### config.mk
export PLATFORM = sky130hd
export DESIGN_NAME = pipeline_hazard_controller
export DESIGN_NICKNAME = d
export VERILOG_FILES = /design/src/rtl/mips_pipe_pkg.sv /design/src/rtl/hazard_fwd_select.sv /design/src/rtl/pipeline_hazard_controller.sv
export SDC_FILE = /design/constraint.sdc
export NUM_CORES = 1
export LEC_CHECK = 0
export ABC_CLOCK_PERIOD_IN_PS = 3100
export CAP_MARGIN = 20
export CORE_UTILIZATION = 50
export CTS_BUF_LIST = sky130_fd_sc_hd__clkbuf_4
export CTS_CLUSTER_SIZE = 20
export DETAILED_ROUTE_END_ITERATION = 12
export HOLD_SLACK_MARGIN = 0.05
export PLACE_DENSITY = 0.81
export SLEW_MARGIN = 20
export SYNTH_ARGS = -nofsm -noshare
export SYNTH_HDL_FRONTEND = slang
export SYNTH_SLANG_ARGS = --single-unit
### constraint.sdc
create_clock -name Clk -period 3.1 [get_ports Clk]
set_input_delay 0.62 -clock Clk [delete_from_list [all_inputs] [get_ports Clk]]
set_output_delay 0.62 -clock Clk [all_outputs]
set_load 0.02 [all_outputs]
### src/rtl/mips_pipe_pkg.sv
// Shared types and constants for the MIPS pipeline hazard/forwarding logic.
package mips_pipe_pkg;

    localparam int REG_W = 5;

    localparam logic [1:0] FWD_RF  = 2'd0;
    localparam logic [1:0] FWD_EX  = 2'd1;
    localparam logic [1:0] FWD_MEM = 2'd2;
    localparam logic [1:0] FWD_WB  = 2'd3;

    typedef struct packed {
        logic             valid;
        logic             rfen;
        logic             load;
        logic [REG_W-1:0] dest;
    } shadow_slot_t;

    // True when a used, nonzero source register is produced by this slot.
    function automatic logic slot_hit(input shadow_slot_t s, input logic [REG_W-1:0] r,
                                      input logic uses);
        return uses && (r != '0) && s.valid && s.rfen && (s.dest == r);
    endfunction

endpackage

### src/rtl/hazard_fwd_select.sv
// Per-operand forwarding priority matcher (EX > MEM > WB > RF); flags load-use on EX loads.
module hazard_fwd_select
    import mips_pipe_pkg::*;
(
    input  logic [REG_W-1:0] i_reg,
    input  logic             i_uses,
    input  shadow_slot_t     i_ex,
    input  shadow_slot_t     i_mem,
    input  shadow_slot_t     i_wb,
    output logic [1:0]       o_sel,
    output logic             o_load_use
);

    logic w_ex_hit;
    logic w_mem_hit;
    logic w_wb_hit;

    always_comb begin
        w_ex_hit   = slot_hit(i_ex, i_reg, i_uses);
        w_mem_hit  = slot_hit(i_mem, i_reg, i_uses);
        w_wb_hit   = slot_hit(i_wb, i_reg, i_uses);
        o_sel      = FWD_RF;
        o_load_use = 1'b0;
        // Load data is not ready at EX output, so an EX load match stalls instead of forwarding.
        if (w_ex_hit) begin
            if (i_ex.load) o_load_use = 1'b1;
            else           o_sel      = FWD_EX;
        end else if (w_mem_hit) begin
            o_sel = FWD_MEM;
        end else if (w_wb_hit) begin
            o_sel = FWD_WB;
        end
    end

endmodule

### src/rtl/pipeline_hazard_controller.sv
// 5-stage MIPS hazard controller: shadow EX/MEM/WB slots, forwarding selects,
// load-use and HI/LO mult/div stalls.
module pipeline_hazard_controller #(
    parameter int REG_W         = 5,
    parameter int MULDIV_CYCLES = 4
) (
    input  logic             Clk,
    input  logic             Reset,
    input  logic [REG_W-1:0] ID_RS,
    input  logic [REG_W-1:0] ID_RT,
    input  logic             ID_USES_RS,
    input  logic             ID_USES_RT,
    input  logic [REG_W-1:0] ID_DEST,
    input  logic             ID_RF_ENABLE,
    input  logic             ID_LOAD_INSTR,
    input  logic             ID_MULDIV,
    input  logic             ID_HILO_READ,
    output logic             PC_LE,
    output logic             IF_ID_LE,
    output logic             ID_EX_BUBBLE,
    output logic [1:0]       FWD_A_SEL,
    output logic [1:0]       FWD_B_SEL,
    output logic             MULDIV_BUSY
);
    import mips_pipe_pkg::*;

    localparam logic [3:0] MD_LOAD = 4'(MULDIV_CYCLES);

    shadow_slot_t r_ex;
    shadow_slot_t r_mem;
    shadow_slot_t r_wb;
    shadow_slot_t w_id_slot;
    logic [3:0]   r_md_count;

    logic [1:0] w_sel_a;
    logic [1:0] w_sel_b;
    logic       w_lu_a;
    logic       w_lu_b;
    logic       w_load_use;
    logic       w_busy;
    logic       w_hilo_stall;
    logic       w_stall;
    logic       w_dest_nz;

    hazard_fwd_select u_fwd_a (
        .i_reg      (ID_RS),
        .i_uses     (ID_USES_RS),
        .i_ex       (r_ex),
        .i_mem      (r_mem),
        .i_wb       (r_wb),
        .o_sel      (w_sel_a),
        .o_load_use (w_lu_a)
    );

    hazard_fwd_select u_fwd_b (
        .i_reg      (ID_RT),
        .i_uses     (ID_USES_RT),
        .i_ex       (r_ex),
        .i_mem      (r_mem),
        .i_wb       (r_wb),
        .o_sel      (w_sel_b),
        .o_load_use (w_lu_b)
    );

    always_comb begin
        w_dest_nz       = (ID_DEST != '0);
        // Writes to $0 are recorded as non-writing so $0 never forwards or stalls.
        w_id_slot.valid = 1'b1;
        w_id_slot.rfen  = ID_RF_ENABLE & w_dest_nz;
        w_id_slot.load  = ID_LOAD_INSTR & w_dest_nz;
        w_id_slot.dest  = ID_DEST;
    end

    always_comb begin
        w_load_use   = w_lu_a | w_lu_b;
        w_busy       = (r_md_count != '0);
        w_hilo_stall = w_busy & (ID_HILO_READ | ID_MULDIV);
        w_stall      = w_load_use | w_hilo_stall;

        PC_LE        = Reset | ~w_stall;
        IF_ID_LE     = Reset | ~w_stall;
        ID_EX_BUBBLE = ~Reset & w_stall;
        FWD_A_SEL    = Reset ? FWD_RF : w_sel_a;
        FWD_B_SEL    = Reset ? FWD_RF : w_sel_b;
        MULDIV_BUSY  = ~Reset & w_busy;
    end

    always_ff @(posedge Clk) begin
        if (Reset) begin
            r_ex       <= '0;
            r_mem      <= '0;
            r_wb       <= '0;
            r_md_count <= '0;
        end else begin
            r_wb  <= r_mem;
            r_mem <= r_ex;
            r_ex  <= w_stall ? shadow_slot_t'('0) : w_id_slot;
            // A stalled mult/div keeps counting down the older op; it reloads only when it advances.
            if (ID_MULDIV && !w_stall)
                r_md_count <= MD_LOAD;
            else if (r_md_count != '0)
                r_md_count <= r_md_count - 4'd1;
        end
    end

endmodule
After elaboration in Yosys (flattened, before gate mapping)
Index checks and enable logic that the tools add are counted.

Word-level logic and storage cells: 74. Bits of input ports: 23. Register bits after elaboration: 26.

Equality and inequality tests: 6. Bitwise operators: 11. $add $sub $neg: 1. Multiplexer cells: 15. Reduce and logical (&&, ||, !) cells: 29.

Operator list (number): $eq 5x5->1 (6); $logic_and 1x1->1 (21); $mux 2 (8); $reduce_bool 5->1 (3); $mux 8 (1); $mux 3 (2); $and 1x1->1 (5); $mux 1 (4); $or 1x1->1 (4); $reduce_bool 4->1 (1); $reduce_or 2->1 (2); $sub 4x1->4 const B (1); $not 1->1 (2); $reduce_bool 2->1 (1); $logic_not 1->1 (1).

Longest topological paths before layout
Depth after elaboration: 11. Gate-level depth with buffers: 7. Gate-level depth less buffers: 7.

Modules after synthesis
A second synthesis with hierarchy kept.

Cells, all modules: 153. Area, all modules: 1460.2 µm².

Modules (own cells, without submodules): pipeline_hazard_controller (cells each 91, area each 947.2 µm², instances 1); hazard_fwd_select (cells each 31, area each 256.5 µm², instances 2).

Least setup slack after synthesis
OpenSTA, ideal clock, no wires.

Kind: input to output. Start point: input port ID_RS[1]. End point: output port PC_LE. Data required time: 2480 ps. Slack: 139 ps. Arrival time: 2341 ps. Stages: 7. Path through: or4_1 -> o21ai_2 -> nor3_2 -> o21a_4 -> buf_6 -> o21ai_1 -> buf_4.

Longest elaborated chain between the ends: 10.

RTL lines: start: declaration (line pipeline_hazard_controller.sv:9) `input logic [REG_W-1:0] ID_RS,`; $reduce_bool 5->1 (line mips_pipe_pkg.sv:21) `return uses && (r != '0) && s.valid && s.rfen && (s.dest == r);`; $logic_and 1x1->1 (3 in a row) (line mips_pipe_pkg.sv:21); $logic_and 1x1->1 (*) (line mips_pipe_pkg.sv:21); $mux 1 (*) (line hazard_fwd_select.sv:25) `if (w_ex_hit) begin`; $or 1x1->1 (*) (line pipeline_hazard_controller.sv:75) `w_load_use = w_lu_a | w_lu_b;`; $or 1x1->1 (*) (line pipeline_hazard_controller.sv:78) `w_stall = w_load_use | w_hilo_stall;`; $not 1->1 (*); $or 1x1->1 (*); end: declaration (line pipeline_hazard_controller.sv:18) `output logic PC_LE,`.

Mark *: on every way between the ends. The rest lies on a longest branch, timed or not.

Final worst setup path
Start point: input port ID_RT[1]. End point: output port IF_ID_LE.

Longest elaborated chain between the ends: 10.

RTL lines: start: declaration (line pipeline_hazard_controller.sv:10) `input logic [REG_W-1:0] ID_RT,`; $reduce_bool 5->1 (line mips_pipe_pkg.sv:21); $logic_and 1x1->1 (3 in a row) (line mips_pipe_pkg.sv:21); $logic_and 1x1->1 (*) (line mips_pipe_pkg.sv:21); $mux 1 (*) (line hazard_fwd_select.sv:25); $or 1x1->1 (*) (line pipeline_hazard_controller.sv:75); $or 1x1->1 (*) (line pipeline_hazard_controller.sv:78); $not 1->1 (*) (line pipeline_hazard_controller.sv:81) `IF_ID_LE = Reset | ~w_stall;`; $or 1x1->1 (*) (line pipeline_hazard_controller.sv:81); end: declaration (line pipeline_hazard_controller.sv:19) `output logic IF_ID_LE,`.

Marks and branches as above.

==> flow_summary.ini <==
[route]
vias_per_cell = 5.40
vias = 1198
ant_nets = 0
drc = 0
drt_iter0_markers = 23
avgRoutedWirePerCell_um = 14.2
firstDrtPassIters = 4
wl_mm = 3.15

[pwr]
vdd_drop_max_v = 0.000566
powerDensity_mw_per_mm2 = 607
finalPower_mw = 1.14
p_leak_nw = 0.732

[sta]
relSlewSlack = 0.478
setup-violations-final = 0
worst_slew_pin_slew_ns = 0.778
fin_crit_sh = 0.983
clock.fmax_mhz = 328
timing.final.ws_setup_ns = 0.0519
finClkSkew_ns = 0.00951
drv_slew = 0
hold_slack_ns = 0.472
finalWorstPathRequiredPeriod_ns = 3.05
rsz0062_at_grt = false
hold_violations = 0

[global_route]
grt_pass1_wl_mm = 4.91
grt_max_degree = 16
grt_use_total = 0.233
overflow = 0
grt_pass1_vias = 1193
grt_antenna_before_repair = 0

[worst_setup_path]
crit_path_start_kind = primary input
arrival_ns = 2.43
r2r-end = r_ex[0]
reg2reg_from = r_md_count[0]
cp_max_fo = 4
end_kind = output pin
critPathKind = in -> out
ff2ff_setup_slack_ns = 1.32
r2r_cells = 5
required_ns = 2.48

[min_path]
hold_start = r_mem[6]
hold_path.class = reg -> reg
hold_end = r_wb[6]
min_path_cells = 1

[logic_synthesis]
synth_top_area_frac = 0.376
synth_seq_cells = 26
syn_nets = 168
synthTopCellsByArea = dfxtp_1 38%, xnor2_1 17%, nor2b_1 7.2%
yosysUniqueCellTypes = 31
synth-main-ff-cell = dfxtp_1
syn-mean-instance-area_um2 = 9.61
mappedNetlistArea_mm2 = 0.00138
synthArstFlopShare = 0
yosys.area.top_type = dfxtp_1
yosysSeqAreaShare = 0.376
synth-edff-count = 0
ys_warn_count = 0
synthCells = 144

[finish]
drive_gt1_frac = 0.255
stdcell_count = 222
layout_commonest_cell = xnor2_1
diodes = 0
syn_to_final_growth_pct = 36.0
layout_common_cells = 27 x xnor2_1, 26 x dfxtp_1, 20 x buf_4
fin_nets = 217

[floorplan]
coreArea_mm2 = 0.00254
top_level_ports = 31
initial_core_util = 0.544
num_rows = 18
dieArea_mm2 = 0.00298
die_w_um = 54.6
fp.dieH_um = 54.6

[flow_run]
drv_cap = 0

[cts]
hold_buffers = 0
cts_tree = yes
path_clk_slew_ns = 0.13
clock-sinks = 26
clock_latency_ns = 0.32
cts_buffers = 3
clk_path_buf_depth = 2
h-tree-depth = 1
cts_setup_buffers = 0
clock-root-buffer = clkbuf_4

[place]
dpl.hpwl_mm = 2.56
io_buffer_count = 30
dp_slack_ns = -0.587
placed_cells = 218
place.gp.congestion = 0.854

[status]
status = complete, no violations
[synthesized netlist by cell type, drive strengths merged (4+ instances only)]
cell,instances
nor3b,7
or4,6
inv,4
dfxtp,26
xor2,4
nor2,8
xnor2,27
nor2b,16
nand4,6
nand2,6
o21ai,4
nor3,7
[sequential cells by signal (all words and copies together) (netlist names)]
| register | cells |
|---|---|
| r_wb | 7 |
| r_mem | 7 |
| r_ex | 8 |
| r_md_count | 4 |
[per-stage QoR]
stage	setup TNS, ns	cell area, um2	utilization
final	0	1880	0.739
after detailed placement	-3.62	1830	0.719
after global routing	0	1880	0.739
after global placement	-3.44	1830	0.719
after floorplan	0	1380	-
after CTS	0	1870	0.735
[power by group]
group | leakage (nW) | total, mW | internal [mW] | switching, mW
Sequential | 0.213 | 0.468 | 0.402 | 0.0662
Combinational | 0.491 | 0.443 | 0.227 | 0.216
Clock | 0.0279 | 0.232 | 0.131 | 0.101
[metal layers]
metal  global-route usage  share of wire  up-vias
li1                     -              -      594
met1                0.267           0.44      553
met2                0.400           0.48       43
met3               0.0444          0.058        8
met4                0.132          0.021        0
met5                    0              0        -
[critical path: stages]
cell           delay, ns
dlygate4sd2_1       0.27
or4_4               0.55
o21ai_4             0.17
nor3_1              0.11
buf_4               0.15
o21a_4              0.22
o21ai_1             0.15
buf_2               0.19
[area by class of cell]
class                      count  area (um2)
multi-input combinational    110         861
fill                         206         663
sequential                    26         520
timing repair buffer          48         395
tap                           30        37.5
clock inverter                 1        30.0
clock buffer                   3        22.5
inverter                       4        15.0
[logic make-up after synthesis]
group	count (synthesis)	share of synthesized area
AO/OA/AOI/OAI	15	0.0877
XOR/XNOR	31	0.196
adder cells (fa/ha/maj)	1	0.00904
buffers and inverters	8	0.0298
flip-flops	26	0.376
multiplexers	1	0.00814
AND/OR/NAND/NOR	62	0.293
[timing repair]
action                                  CTS  global route
resized for setup                        46             5
endpoints found under the setup margin    7             4
pin swaps                                 3             1
[worst max path at each step]
| stage | from | to | slack [ns] | depth (start not counted) |
|---|---|---|---|---|
| final | ID_RT[1] | IF_ID_LE | 0.05 | 8 |
| after global routing | ID_RT[1] | IF_ID_LE | 0.003 | 8 |
| after CTS | ID_RT[1] | IF_ID_LE | 0.06 | 8 |
| after detailed placement | ID_RT[1] | FWD_B_SEL[0] | -0.59 | 7 |
| after global placement | ID_RT[4] | FWD_B_SEL[0] | -0.56 | 7 |
| after floorplan | ID_RS[1] | PC_LE | 0.14 | 7 |
No activity file was read; power rests on OpenSTA's default activity.
